File: src/rtl/priority_arbiter_pkg.sv
// rtl/priority_arbiter_pkg.sv - shared state encoding and arbitration mode constants
package priority_arbiter_pkg;

    typedef enum logic [0:0] {
        IDLE  = 1'b0,
        GRANT = 1'b1
    } state_e;

    localparam int FIXED = 0;
    localparam int RR    = 1;

endpackage

File: src/rtl/priority_arbiter_prio_pick.sv
// rtl/priority_arbiter_prio_pick.sv - combinational first-set-bit search starting at a pointer, wrapping
module prio_pick #(
    parameter int N = 8,
    parameter int W = $clog2(N)
) (
    input  logic [N-1:0] req_i,
    input  logic [W-1:0] start_i,
    output logic [W-1:0] winner_o,
    output logic         found_o
);

    always_comb begin
        found_o  = 1'b0;
        winner_o = '0;
        for (int k = 0; k < N; k++) begin
            int pos;
            pos = int'(start_i) + k;
            if (pos >= N) begin
                pos = pos - N;
            end
            if (!found_o && req_i[pos]) begin
                found_o  = 1'b1;
                winner_o = W'(pos);
            end
        end
    end

endmodule

File: src/rtl/priority_arbiter.sv
// rtl/priority_arbiter.sv - two-state request arbiter, fixed-priority or round-robin, with bounded grant length
module priority_arbiter
    import priority_arbiter_pkg::*;
#(
    parameter int N        = 8,
    parameter int MODE     = 0,
    parameter int MAX_HOLD = 16,
    parameter int W        = $clog2(N)
) (
    input  logic         clk,
    input  logic         rst_n,
    input  logic [N-1:0] req,
    input  logic         ack,
    output logic [N-1:0] gnt,
    output logic [W-1:0] idx,
    output logic         valid
);

    state_e         state_q, state_d;
    logic [N-1:0]   gnt_q, gnt_d;
    logic [W-1:0]   idx_q, idx_d;
    logic           valid_q, valid_d;
    logic [W-1:0]   ptr_q, ptr_d;
    logic [7:0]     hold_q, hold_d;

    logic [N-1:0]   req_rev;
    logic [N-1:0]   pick_req;
    logic [W-1:0]   pick_start;
    logic [W-1:0]   pick_idx;
    logic           pick_found;
    logic [W-1:0]   win;
    logic [W-1:0]   nxt_ptr;
    logic           release_now;

    // Fixed priority reuses the upward search on the bit-reversed vector from 0,
    // so the first hit maps back to the highest set index.
    always_comb begin
        req_rev = '0;
        for (int i = 0; i < N; i++) begin
            req_rev[i] = req[N-1-i];
        end
    end

    assign pick_req   = (MODE == RR) ? req : req_rev;
    assign pick_start = (MODE == RR) ? ptr_q : '0;

    prio_pick #(
        .N (N),
        .W (W)
    ) u_pick (
        .req_i    (pick_req),
        .start_i  (pick_start),
        .winner_o (pick_idx),
        .found_o  (pick_found)
    );

    assign win         = (MODE == RR) ? pick_idx : (W'(N - 1) - pick_idx);
    assign nxt_ptr     = (win == W'(N - 1)) ? '0 : (win + W'(1));
    assign release_now = ack || !req[idx_q] || (hold_q == 8'(MAX_HOLD - 1));

    always_comb begin
        state_d = state_q;
        gnt_d   = gnt_q;
        idx_d   = idx_q;
        valid_d = valid_q;
        ptr_d   = ptr_q;
        hold_d  = hold_q;
        case (state_q)
            IDLE: begin
                if (pick_found) begin
                    state_d = GRANT;
                    gnt_d   = N'(1) << win;
                    idx_d   = win;
                    valid_d = 1'b1;
                    hold_d  = 8'd0;
                    if (MODE == RR) begin
                        ptr_d = nxt_ptr;
                    end
                end
            end
            GRANT: begin
                if (release_now) begin
                    state_d = IDLE;
                    gnt_d   = '0;
                    idx_d   = '0;
                    valid_d = 1'b0;
                    hold_d  = 8'd0;
                end else begin
                    hold_d  = hold_q + 8'd1;
                end
            end
            default: begin
                state_d = IDLE;
            end
        endcase
    end

    always_ff @(posedge clk or negedge rst_n) begin
        if (!rst_n) begin
            state_q <= IDLE;
            gnt_q   <= '0;
            idx_q   <= '0;
            valid_q <= 1'b0;
            ptr_q   <= '0;
            hold_q  <= 8'd0;
        end else begin
            state_q <= state_d;
            gnt_q   <= gnt_d;
            idx_q   <= idx_d;
            valid_q <= valid_d;
            ptr_q   <= ptr_d;
            hold_q  <= hold_d;
        end
    end

    assign gnt   = gnt_q;
    assign idx   = idx_q;
    assign valid = valid_q;

endmodule

File: config.mk
export PLATFORM = sky130hd
export DESIGN_NAME = priority_arbiter
export DESIGN_NICKNAME = d
export VERILOG_FILES = /design/src/rtl/priority_arbiter_pkg.sv /design/src/rtl/priority_arbiter_prio_pick.sv /design/src/rtl/priority_arbiter.sv
export SDC_FILE = /design/constraint.sdc
export NUM_CORES = 1
export LEC_CHECK = 0
export ABC_AREA = 1
export CORE_UTILIZATION = 40
export DETAILED_ROUTE_END_ITERATION = 10
export PLACE_DENSITY = 0.71
export SETUP_SLACK_MARGIN = 0.4
export SLEW_MARGIN = 10
export SYNTH_ARGS = -nofsm -noshare
export SYNTH_HDL_FRONTEND = slang
export SYNTH_SLANG_ARGS = --single-unit
File: constraint.sdc
create_clock -name clk -period 1.4 [get_ports clk]
set_clock_uncertainty 0.05 [all_clocks]
set_input_delay 0.14 -clock clk [delete_from_list [all_inputs] [get_ports clk]]
set_output_delay 0.14 -clock clk [all_outputs]
set_load 0.03 [all_outputs]
## Word-level counts from Yosys, hierarchy flattened

Cells that the tools add are included.

| word-level totals | value |
|---|---|
| logic and storage cells | 63 |
| input bits | 11 |
| output and inout bits | 12 |
| register bits after elaboration | 21 |

| operators by class | value |
|---|---|
| magnitude comparators | 1 |
| muxes and demuxes | 32 |
| add/sub/neg operators | 2 |
| shift-type cells | 1 |
| reduce and logical (&&, ||, !) cells | 18 |
| equal/unequal tests | 3 |
| bitwise operators | 1 |

Operators with widths:

| kind | count |
|---|---|
| $mux 8 | 4 |
| $pmux 8 s2 | 2 |
| $mux 3 | 6 |
| $mux 1 | 14 |
| $add 8x1->8 const B | 1 |
| $eq 8x4->1 const B | 1 |
| $logic_not 1->1 | 8 |
| $shl 1x3->8 const A | 1 |
| $logic_and 1x1->1 | 7 |
| $pmux 3 s2 | 1 |
| $lt 3x4->1 const B | 1 |
| $mux 2 | 2 |
| $pmux 1 s2 | 2 |
| $bmux 1 s3 | 1 |
| $sub 3x3->3 const A | 1 |
| $logic_or 1x1->1 | 2 |
| $ne 2x1->1 const B | 1 |
| $ne 2x2->1 const B | 1 |
| $reduce_and 2->1 | 1 |
| $not 1->1 | 1 |

## Logic depth before layout (Yosys ltp)

Gate-level depths: netlist of the first run.

| logic depth | value |
|---|---|
| depth in word-level cells | 26 |
| mapped depth | 10 |
| mapped depth without buffers | 9 |

## Modules after synthesis

A second synthesis of the first run with hierarchy kept.

| unflattened totals | value |
|---|---|
| cells, all modules | 279 |
| area, all modules | 1836.8 um2 |

By module, submodules not included:

| module | cells an instance | times used | seq. area each (um2) | area each (um2) |
|---|---|---|---|---|
| priority_arbiter | 142 | 1 | 525.5 | 1126.1 |
| prio_pick | 137 | 1 | 0.0 | 710.7 |

## Worst setup path after synthesis of the first run

No wires, ideal clock.

| timing path | value |
|---|---|
| kind | reg-to-reg |
| from | reg idx_q[0], in the netlist idx[0] |
| to | reg idx_q[0], in the netlist idx[0] |
| arrival | 1341 ps |
| required time | 1231 ps |
| buffers on the path | 1 |
| cell stages (with the launch flop) | 11 |
| slack | -110 ps |
| setup time | 119 ps |
| clock period less this slack | 1510 ps |
| cells stage by stage | dfrtp_1 -> inv_2 -> nand2_1 -> nand3_1 -> nand2_1 -> nand2_1 -> nand3_4 -> nand2_2 -> buf_6 -> nand2_1 -> nand2_1 |

| between the ends | value |
|---|---|
| word-level cells in the longest chain between the ends | 7 |

RTL lines:

| element | RTL line | source |
|---|---|---|
| from (decl) | priority_arbiter.sv:21 | `logic [W-1:0] idx_q, idx_d;` |
| from (signal assigned) | priority_arbiter.sv:109 | `idx_q <= idx_d;` |
| $bmux 1 s3 | priority_arbiter.sv:59 | `assign release_now = ack \|\| !req[idx_q] \|\| (hold_q == 8'(MAX_HOLD - 1));` |
| $mux 1 (implied by the code) | priority_arbiter.sv:59 |  |
| $logic_not 1->1 | priority_arbiter.sv:59 |  |
| $logic_or 1x1->1 (2 in a row) | priority_arbiter.sv:59 |  |
| $ne 2x1->1 (no line) | n/a |  |
| $reduce_and 2->1 (no line) | n/a |  |

No other way between the ends. The select of a mux whose other input is x is not followed.
A chain may end at the register's enable or synchronous reset.

## Worst setup path in the final report of the first run

| timing path | value |
|---|---|
| from | reg idx_q[0], in the netlist idx[0] |
| to | reg hold_q[1] |

| between the ends | value |
|---|---|
| word-level cells in the longest chain between the ends | 7 |

RTL lines:

| element | RTL line | source |
|---|---|---|
| $bmux 1 s3 | priority_arbiter.sv:59 |  |
| $mux 1 (implied by the code) | priority_arbiter.sv:59 |  |
| $logic_not 1->1 | priority_arbiter.sv:59 |  |
| $logic_or 1x1->1 (2 in a row) | priority_arbiter.sv:59 |  |
| $mux 8 | priority_arbiter.sv:82 | `if (release_now) begin` |
| $pmux 8 s2 | priority_arbiter.sv:68 | `case (state_q)` |
| to (signal assigned) | priority_arbiter.sv:112 | `hold_q <= hold_d;` |
| to (decl) | priority_arbiter.sv:24 | `logic [7:0] hold_q, hold_d;` |

No other way between the ends. The select of a mux whose other input is x is not followed.

==> results of run 1 <==
## logic make-up after synthesis
family / count (synthesis) / synth area share, %
and+or+nand+nor: 92 / 37.3
DFF: 21 / 45.4
buffers and inverters: 18 / 6.48
AOI/OAI and AO/OA: 11 / 5.29
xor gates and xnor gates: 6 / 4.54
adders and majority gates: 1 / 1.08
## sequential cells by signal, summed over array words and instances, names as in the netlist
| name | cells |
|---|---|
| valid | 1 |
| idx | 3 |
| state_q | 1 |
| hold_q | 8 |
| gnt | 8 |
## routing by layer
metal,vias to the layer above,wire [um]
met5,-,0
met4,0,38
met3,8,112
met2,31,1550
met1,564,1280
li1,589,-
## final cells by class
class	instances	area (um2)
flip-flops and latches	21	528
clock buffers	4	26.3
repair buffers	55	487
fillers	224	985
well taps	31	38.8
inverters	16	62.6
multi-input cells	110	631
## metrics by stage
| stage | TNS (ns) | power (mW) | utilization (%) | worst slack (ns) |
|---|---|---|---|---|
| finish | 0 | 2.36 | 64.3 | 0.0181 |
| CTS | 0 | 2.31 | 62.7 | 0.0229 |
| detailed placement | -5.02 | 1.88 | 58.0 | -0.275 |
| floorplan | 0 | 1.43 | - | 0.00212 |
| global route | -1.00 | 2.51 | 64.3 | -0.0635 |
| global placement | -3.67 | 1.85 | 58.0 | -0.215 |
## power groups by stage
stage          logic (mW)  registers (mW)  clock network, mW
2_1_floorplan       0.425            1.00                  0
3_3_place_gp         1.01           0.836                  0
3_5_place_dp         1.04           0.841                  0
4_1_cts              1.17           0.837              0.310
5_1_grt              1.32           0.856              0.330
6_report             1.22           0.840              0.299
## path summary, 6_finish.rpt
path	start	to	slack [ns]
max	idx[0]$_DFFE_PN0P_	hold_q[1]$_DFFE_PN0P_	0.02
min	rst_n	hold_q[1]$_DFFE_PN0P_	0.11
max reg2reg	idx[0]$_DFFE_PN0P_	hold_q[1]$_DFFE_PN0P_	0.02
min reg2reg	gnt[3]$_DFFE_PN0P_	gnt[3]$_DFFE_PN0P_	0.46
max in group asynchronous	rst_n	idx[1]$_DFFE_PN0P_	0.96
min in group clk	gnt[3]$_DFFE_PN0P_	gnt[3]$_DFFE_PN0P_	0.46
## cell usage in the layout, fill, tap and decap left out
master,n
nand2_8,1
clkdlybuf4s50_1,10
o21ai_0,1
nand4_1,4
dfrtp_1,19
a41oi_1,1
o21ai_1,1
dfrtp_2,2
nand2_1,53
inv_1,14
nand2_2,4
inv_2,1
nand3_2,3
xnor2_1,2
nand3b_1,2
clkbuf_4,3
nand4_4,1
nand3_1,8
ha_2,1
inv_4,1
buf_6,13
nor3_1,1
nor3_2,1
nor2_4,3
a21oi_1,1
buf_4,32
nor2_1,10
nand3_4,1
o21a_1,1
clkbuf_1,1
xor2_1,4
o21ai_2,6
## timing repair
action / in CTS / in global routing
pin swaps: 4 / 7
cloned: 0 / 0
buffers inserted: 5 / 3
setup endpoints to repair: 33 / 33
gates resized for setup: 96 / 14
## worst register-to-register path: stages (launching register included)
cell and delay (ns):
dfrtp_2 0.47, inv_2 0.11, nand2_1 0.06, nand3_1 0.07, nand2_1 0.08, nand2_2 0.08
nand3_4 0.13, buf_6 0.17, o21ai_2 0.10
==> flow_summary.toml, run 1 <==
[status]
status = "finished clean"

[power]
internal_power_mw = 1.36
p_sw_share_pct = 42.6
p_leak_nw = 0.916
ir_drop_v = 0.00106
p_sw_mw = 1.01
power_frac_comb_pct = 51.8
powerDensity_nw_per_um2 = 1330
clockPowerShare_pct = 12.7
p_seq_share_pct = 35.6

[floorplanning]
start_util_pct = 42.0
die_w_um = 55.8
num_rows = 19
coreArea_um2 = 2760
die_h_um = 55.8
dieArea_um2 = 3120
pin_count = 23

[route]
dr.pass1.iters = 4
drt-wirelength-per-cell_um = 12.6
drc_errors = 0
drt.antenna.violating_nets = 0
drt-initial-drc-count = 27
vias = 1192
wl_um = 2980
via_per_inst = 5.03

[worst_hold_path]
min_path_type = "in -> async"

[clock_tree]
clk_pin_slew_ns = 0.11
cts_buffer_depth = 2
numCtsBuffers = 3
hold_buffers = 0
clock-sinks = 21
htree_levels = 1
cts_tree = "built"
root_buffer = "clkbuf_4"
clk_latency_ns = 0.31

[setup_path]
cp_num_buf_inv = 2
arrival_ns = 1.58
path_max_fanout = 7
critPathRequiredTime_ns = 1.60
critPathTopFamily = "flip-flops"
worst-setup-path-type = "reg -> reg"
worstSetupPathDepth = 8
worstPathCellList = "inv_2 -> nand2_1 -> nand3_1 -> nand2_1 -> nand2_2 -> nand3_4 -> buf_6 -> o21ai_2"
start_kind = "flip-flop"
crit_top_cell = "nand2_1"
slowest_stage = "dfrtp_2"
critPathMaxStageDelay_ns = 0.47
r2r_cells = 8
endpoint_kind = "flip-flop"

[grt]
gr-total-overflow = 0
grtUsageMet1_pct = 24.5
antenna_found_initial = 0
grt_max_degree = 22
grt_pass1_vias = 1161
use_met2_pct = 36.7
busiest_layer = "met2"
grtUsageTotal_pct = 20.2
grt_pass1_wl_um = 4970
grt_use_met3_pct = 2.56

[sta]
hold_viol_final = 0
period_minus_slack_ns = 1.38
setup_viol = 0
fmax_mhz = 724
rsz0062_at_grt = "true"
relSlewSlack_pct = 81.6
fin_hold_ws_ns = 0.107
slew_viol_final = 0
finalCritPeriodShare_pct = 98.7
worstMarginPinSlew_ns = 0.275

[logic_synthesis]
synthCells = 149
netlist.area_leader.share_pct = 45.4
yosysUniqueCellTypes = 23
ys_seq_area_share_pct = 45.4
synth_edf_count = 0
synth_top_cell_by_area = "dfrtp_1"
synthArstFlopShare_pct = 100
synthTopCellsByArea = "dfrtp_1 (45%), nand2_1 (18%), inv_1 (4.9%), nand3_1 (4.3%), o21ai_0 (3.5%)"
synthesis.area_um2 = 1160
synth.most_common_cell = "nand2_1"
synth-main-ff-cell = "dfrtp_1"
synthTopCellsByCount = "nand2_1 (57), dfrtp_1 (21), inv_1 (15)"
synth_nets = 161
yosysWarnings = 0
ys_ff_latch = 21
avgSynthCellArea_um2 = 7.78

[cells_and_area]
num_antenna_cells = 0
final_area_um2 = 1770
drive_above_1_share_pct = 35.4
finalNonFillerCells = 237
area_delta_synth_final_pct = 53.0
nets = 219

[placement]
portBuffers = 22
place_inst = 225
dp_hpwl_um = 2190
place_area_um2 = 1600
gp_congestion = 0.842

[flow_run]
drv_cap = 0
Power figures use the tool's default switching activity.
==> run 2, diff against run 1 <==
- PLACE_DENSITY: 0.71 -> 0.67
- SYNTH_HIERARCHICAL: default -> 1
==> flow_summary.toml, run 2 <==
[status]
status = "finished, violations left"
violations = "negative setup slack"

[logic_synthesis]
synthTopCellsByCount = "nand2_1 (82), nand3_1 (57), nor2_1 (33)"
yosysUniqueCellTypes = 27
ys_seq_area_share_pct = 28.6
synthCells = 279
synthArstFlopShare_pct = 100
ys_ff_latch = 21
avgSynthCellArea_um2 = 6.58
synthesis.area_um2 = 1840
synth.most_common_cell = "nand2_1"
yosysWarnings = 6
synth_edf_count = 0
synth_xor_xnor_area_share_pct = 4.70
synthTopCellsByArea = "dfrtp_1 (29%), nand2_1 (17%), nand3_1 (16%), nor2_1 (6.7%), inv_1 (3.7%)"
synth_top_family_by_area = "simple AND/OR/NAND/NOR gates"
netlist.area_leader.share_pct = 28.6
synth-main-ff-cell = "dfrtp_1"
synth_top_cell_by_area = "dfrtp_1"
synth_compound_area_share_pct = 4.36
synth_mux_area_share_pct = 0
synthSimpleGateAreaFrac_pct = 51.6
synth_fa_ha_area_share_pct = 2.04

[clock_tree]
cts_buffer_depth = 2
numCtsBuffers = 3
clock-sinks = 21
hold_buffers = 0
clk_latency_ns = 0.26
htree_levels = 1
root_buffer = "clkbuf_8"
cts_tree = "built"
clk_pin_slew_ns = 0.08

[cells_and_area]
final_cell_mix = "nand2_1 (69), buf_4 (52), nand3_1 (36)"
num_antenna_cells = 0
final_area_um2 = 2910
area_delta_synth_final_pct = 58.6
drive_above_1_share_pct = 44.0
nets = 374
final_common_cell = "nand2_1"

[route]
via_per_inst = 5.13
drt.antenna.violating_nets = 0
drt-wirelength-per-cell_um = 13.2
vias = 2109
drt-initial-drc-count = 84
drc_errors = 0
wl_um = 5420
dr.pass1.iters = 4

[power]
p_leak_nw = 1.44
powerDensity_nw_per_um2 = 1240
ir_drop_v = 0.00144

[grt]
grt_use_met3_pct = 2.76
use_met2_pct = 34.7
grt_pass1_wl_um = 8240
grt_pass1_vias = 1822
gr-total-overflow = 0
grtUsageMet1_pct = 28.2
grtUsageTotal_pct = 20.7
busiest_layer = "met2"
antenna_found_initial = 0
grt_max_degree = 22

[floorplanning]
pin_count = 23
dieArea_um2 = 4870
start_util_pct = 41.9
coreArea_um2 = 4380
die_h_um = 69.8
num_rows = 24
die_w_um = 69.8

[sta]
slew_viol_final = 0
rsz0062_at_grt = "true"
fin_tns_setup_ns = -4.95
fmax_mhz = 587
relSlewSlack_pct = 64.9
worstMarginPinSlew_ns = 0.527
period_minus_slack_ns = 1.70
finalCritPeriodShare_pct = 122
setup_viol = 21
fin_ws_ns = -0.303
hold_viol_final = 0

[placement]
gp_congestion = 0.904
place_area_um2 = 2510
portBuffers = 22
dp_hpwl_um = 3660

[setup_path]
r2r-end = "hold_q[3]$_DFFE_PN0P_"
path_max_fanout = 8
start_kind = "flip-flop"
reg2reg_from = "hold_q[1]$_DFFE_PN0P_"
critPathRequiredTime_ns = 1.54
worst-setup-path-type = "reg -> reg"
r2r_cells = 8
reg2reg_slack_ns = -0.30
endpoint_kind = "flip-flop"
arrival_ns = 1.84

[worst_hold_path]
min_path_type = "in -> async"

[flow_run]
drv_cap = 0
run 2: timing repair:
action	in CTS	in global routing
buffers inserted	6	9
endpoints found under the setup margin	33	33
pin swaps	20	38
gates resized for setup	106	53
gates cloned	0	2
run 2: area by class of cell:
type                            count  area, um2
Clock buffer                        3       41.3
Clock inverter                      1       5.00
Fill cell                         360       1470
Inverter                           26        108
Multi-Input combinational cell    233       1510
Sequential cell                    21        526
Tap cell                           52       65.1
Timing Repair Buffer               75        662
run 2: worst max-delay path by stage:
stage | cells past startpoint | start | to
6_report | 8 | hold_q[1]$_DFFE_PN0P_ | hold_q[3]$_DFFE_PN0P_
5_1_grt | 8 | hold_q[1]$_DFFE_PN0P_ | hold_q[3]$_DFFE_PN0P_
4_1_cts | 12 | req[0] | gnt[4]$_DFFE_PN0P_
3_5_place_dp | 14 | req[4] | gnt[5]$_DFFE_PN0P_
3_3_place_gp | 14 | req[6] | gnt[5]$_DFFE_PN0P_
2_1_floorplan | 14 | req[6] | idx[0]$_DFFE_PN0P_
run 2: through the flow:
stage          total power [mW]  instances  setup slack [ns]  hold slack (ns)  util, %
6_report                   3.60        411            -0.303            0.157     66.4
3_3_place_gp               2.64        390            -0.907            0.420     57.2
4_1_cts                    3.21        400            -0.296            0.163     60.7
5_1_grt                    3.80        411            -0.397            0.184     66.4
3_5_place_dp               2.65        390            -0.943            0.425     57.2
2_1_floorplan              2.11        286            -0.157           -0.206        -
run 2: cells by family after synthesis:
group                      Yosys count
adders and majority gates            3
and+or+nand+nor                    199
buffers and inverters               33
DFF                                 21
other                                1
AOI/OAI and AO/OA                   13
xor gates and xnor gates             9
run 2: critical path: stages (launching register included):
cell       delay (ns)
dfrtp_1          0.40
ha_2             0.21
nand3_2          0.08
nor2_2           0.04
nor2_2           0.18
buf_4            0.15
nand4_4          0.14
clkbuf_16        0.22
o21ai_0          0.15
run 2: where the power goes:
group          internal, mW  total (mW)  switching (mW)
Clock                 0.199       0.409           0.210
Sequential            0.752       0.956           0.204
Combinational         0.944        2.24            1.29
run 2: per-layer routing:
layer  vias to the layer above  wire [um]
met2                        42       2690
met4                         0         89
met1                       993       2500
li1                       1064          -
met5                         -          0
met3                        10        137
==> run 3, diff against run 2 <==
- CORE_UTILIZATION: 40 -> 34
- PLACE_DENSITY: 0.67 -> 0.59
==> flow_summary.toml, run 3 (same netlist as run 2, synthesis figures left out) <==
[route]
route.met3.wl_um = 97
wl_um = 5990
vias = 2123
wl_met1_um = 2710
top_layer = "met4"
drt-wirelength-per-cell_um = 13.5
via_per_inst = 4.77
drc_errors = 0
dr.pass1.iters = 4
drt-initial-drc-count = 80
drt.antenna.violating_nets = 0
route.met2.wl_um = 3130

[cells_and_area]
area_delta_synth_final_pct = 78.3
nets = 390
finalNonFillerCells = 445
final_common_cell = "buf_4"
final_area_um2 = 3280
post-route-util_pct = 63.7
final_cell_mix = "buf_4 (60), nand2_1 (51), nand3_1 (34)"
num_antenna_cells = 0
drive_above_1_share_pct = 56.8

[floorplanning]
num_rows = 26
dieArea_um2 = 5700
die_w_um = 75.5
die_h_um = 75.5
pin_count = 23
start_util_pct = 35.7
coreArea_um2 = 5140

[clock_tree]
cts_buffer_depth = 2
hold_buffers = 0
clk_pin_slew_ns = 0.08
htree_levels = 1
cts_tree = "built"
clock-sinks = 21
numCtsBuffers = 3
root_buffer = "clkbuf_8"
clk_latency_ns = 0.27

[power]
powerDensity_nw_per_um2 = 1250
ir_drop_v = 0.00116
total_power_mw = 4.11
p_leak_nw = 1.56

[setup_path]
start_kind = "input pin"
critPathTopFamily = "simple AND/OR/NAND/NOR gates"
r2r-end = "gnt[6]$_DFFE_PN0P_"
startpoint = "req[4]"
slowest_stage = "buf_6"
critPathRequiredTime_ns = 1.52
worst-setup-path-type = "in -> reg"
critPathMaxStageDelay_ns = 0.17
endpoint_kind = "flip-flop"
crit_top_cell = "nor2_4"
arrival_ns = 1.71
reg2reg_from = "hold_q[1]$_DFFE_PN0P_"
worstPathCellList = "buf_8 -> nand2_8 -> nand3_4 -> nand2_4 -> nor2_4 -> nor2_4 -> nand4_4 -> nor2_4 -> nand3b_1 -> buf_6 -> nor2_4 -> clkinv_4 -> nand3_1 -> nand2_1"
r2r_cells = 8
path_max_fanout = 8
reg2reg_slack_ns = -0.10
cp_num_buf_inv = 3

[placement]
dp_hpwl_um = 3840
place_area_um2 = 2530
portBuffers = 22
gp_congestion = 0.871
place_inst = 410

[grt]
grt_pass1_wl_um = 8800
gr-total-overflow = 0
antenna_found_initial = 0
grtUsageTotal_pct = 20.3
grt_pass1_vias = 1891
grt_max_degree = 22

[sta]
finalCritPeriodShare_pct = 114
setup_viol = 21
fin_hold_ws_ns = 0.159
fin_ws_ns = -0.196
hold_viol_final = 0
rsz0062_at_grt = "true"
relSlewSlack_pct = 53.9
period_minus_slack_ns = 1.60
worstMarginPinSlew_ns = 0.691
slew_viol_final = 0
fmax_mhz = 626

[status]
status = "finished, violations left"
violations = "negative setup slack"

[flow_run]
drv_cap = 0

[worst_hold_path]
min_path_type = "in -> async"
[run 3: changes by cell type in the layout (fill, tap and decap cells not counted), sizes merged]
| cell | before | now |
|---|---|---|
| buf | 68 | 86 |
| clkbuf | 5 | 4 |
| clkdlybuf4s15 | 0 | 1 |
| clkinvlp | 0 | 1 |
| dlygate4sd2 | 2 | 0 |
| dlymetal6s2s | 1 | 0 |
[run 3: power breakdown]
| part | switching, mW | leakage, nW | internal [mW] |
|---|---|---|---|
| clock network | 0.204 | 0.0255 | 0.199 |
| logic | 1.54 | 1.25 | 1.18 |
| registers | 0.227 | 0.278 | 0.757 |
[run 3: metrics by stage]
step | worst slack [ns] | TNS, ns
finish | -0.196 | -3.20
global route | -0.286 | -4.96
detailed placement | -0.967 | -19.46
CTS | -0.176 | -2.67
global placement | -0.955 | -19.16
floorplan | -0.157 | -2.05
[run 3: timing repair]
action                                  4_1_cts  5_1_grt
gates resized for setup                     154       90
gates cloned                                  1        1
endpoints found under the setup margin       33       33
endpoints found under the hold margin         0        0
buffers inserted                             11       18
pin swaps                                    33       56
[run 3: worst max path at each step]
stage	depth (start not counted)	endpoint
2_1_floorplan	14	idx[0]$_DFFE_PN0P_
4_1_cts	12	idx[1]$_DFFE_PN0P_
3_3_place_gp	14	gnt[7]$_DFFE_PN0P_
6_report	14	gnt[3]$_DFFE_PN0P_
5_1_grt	14	gnt[1]$_DFFE_PN0P_
3_5_place_dp	14	gnt[5]$_DFFE_PN0P_
[run 3: final cells by class]
| type | instances | area [um2] |
|---|---|---|
| fill | 442 | 1860 |
| multi-input combinational | 233 | 1710 |
| timing repair buffer | 90 | 788 |
| sequential | 21 | 528 |
| inverter | 26 | 110 |
| tap | 70 | 87.6 |
| clock buffer | 3 | 41.3 |
| timing repair inverter | 1 | 7.51 |
| clock inverter | 1 | 5.00 |
[run 3: layer usage]
metal  GRT usage [%]  vias up
li1                -     1092
met1            28.1     1000
met2            34.4       26
met3            1.32        5
met4            5.76        0
met5               0        -
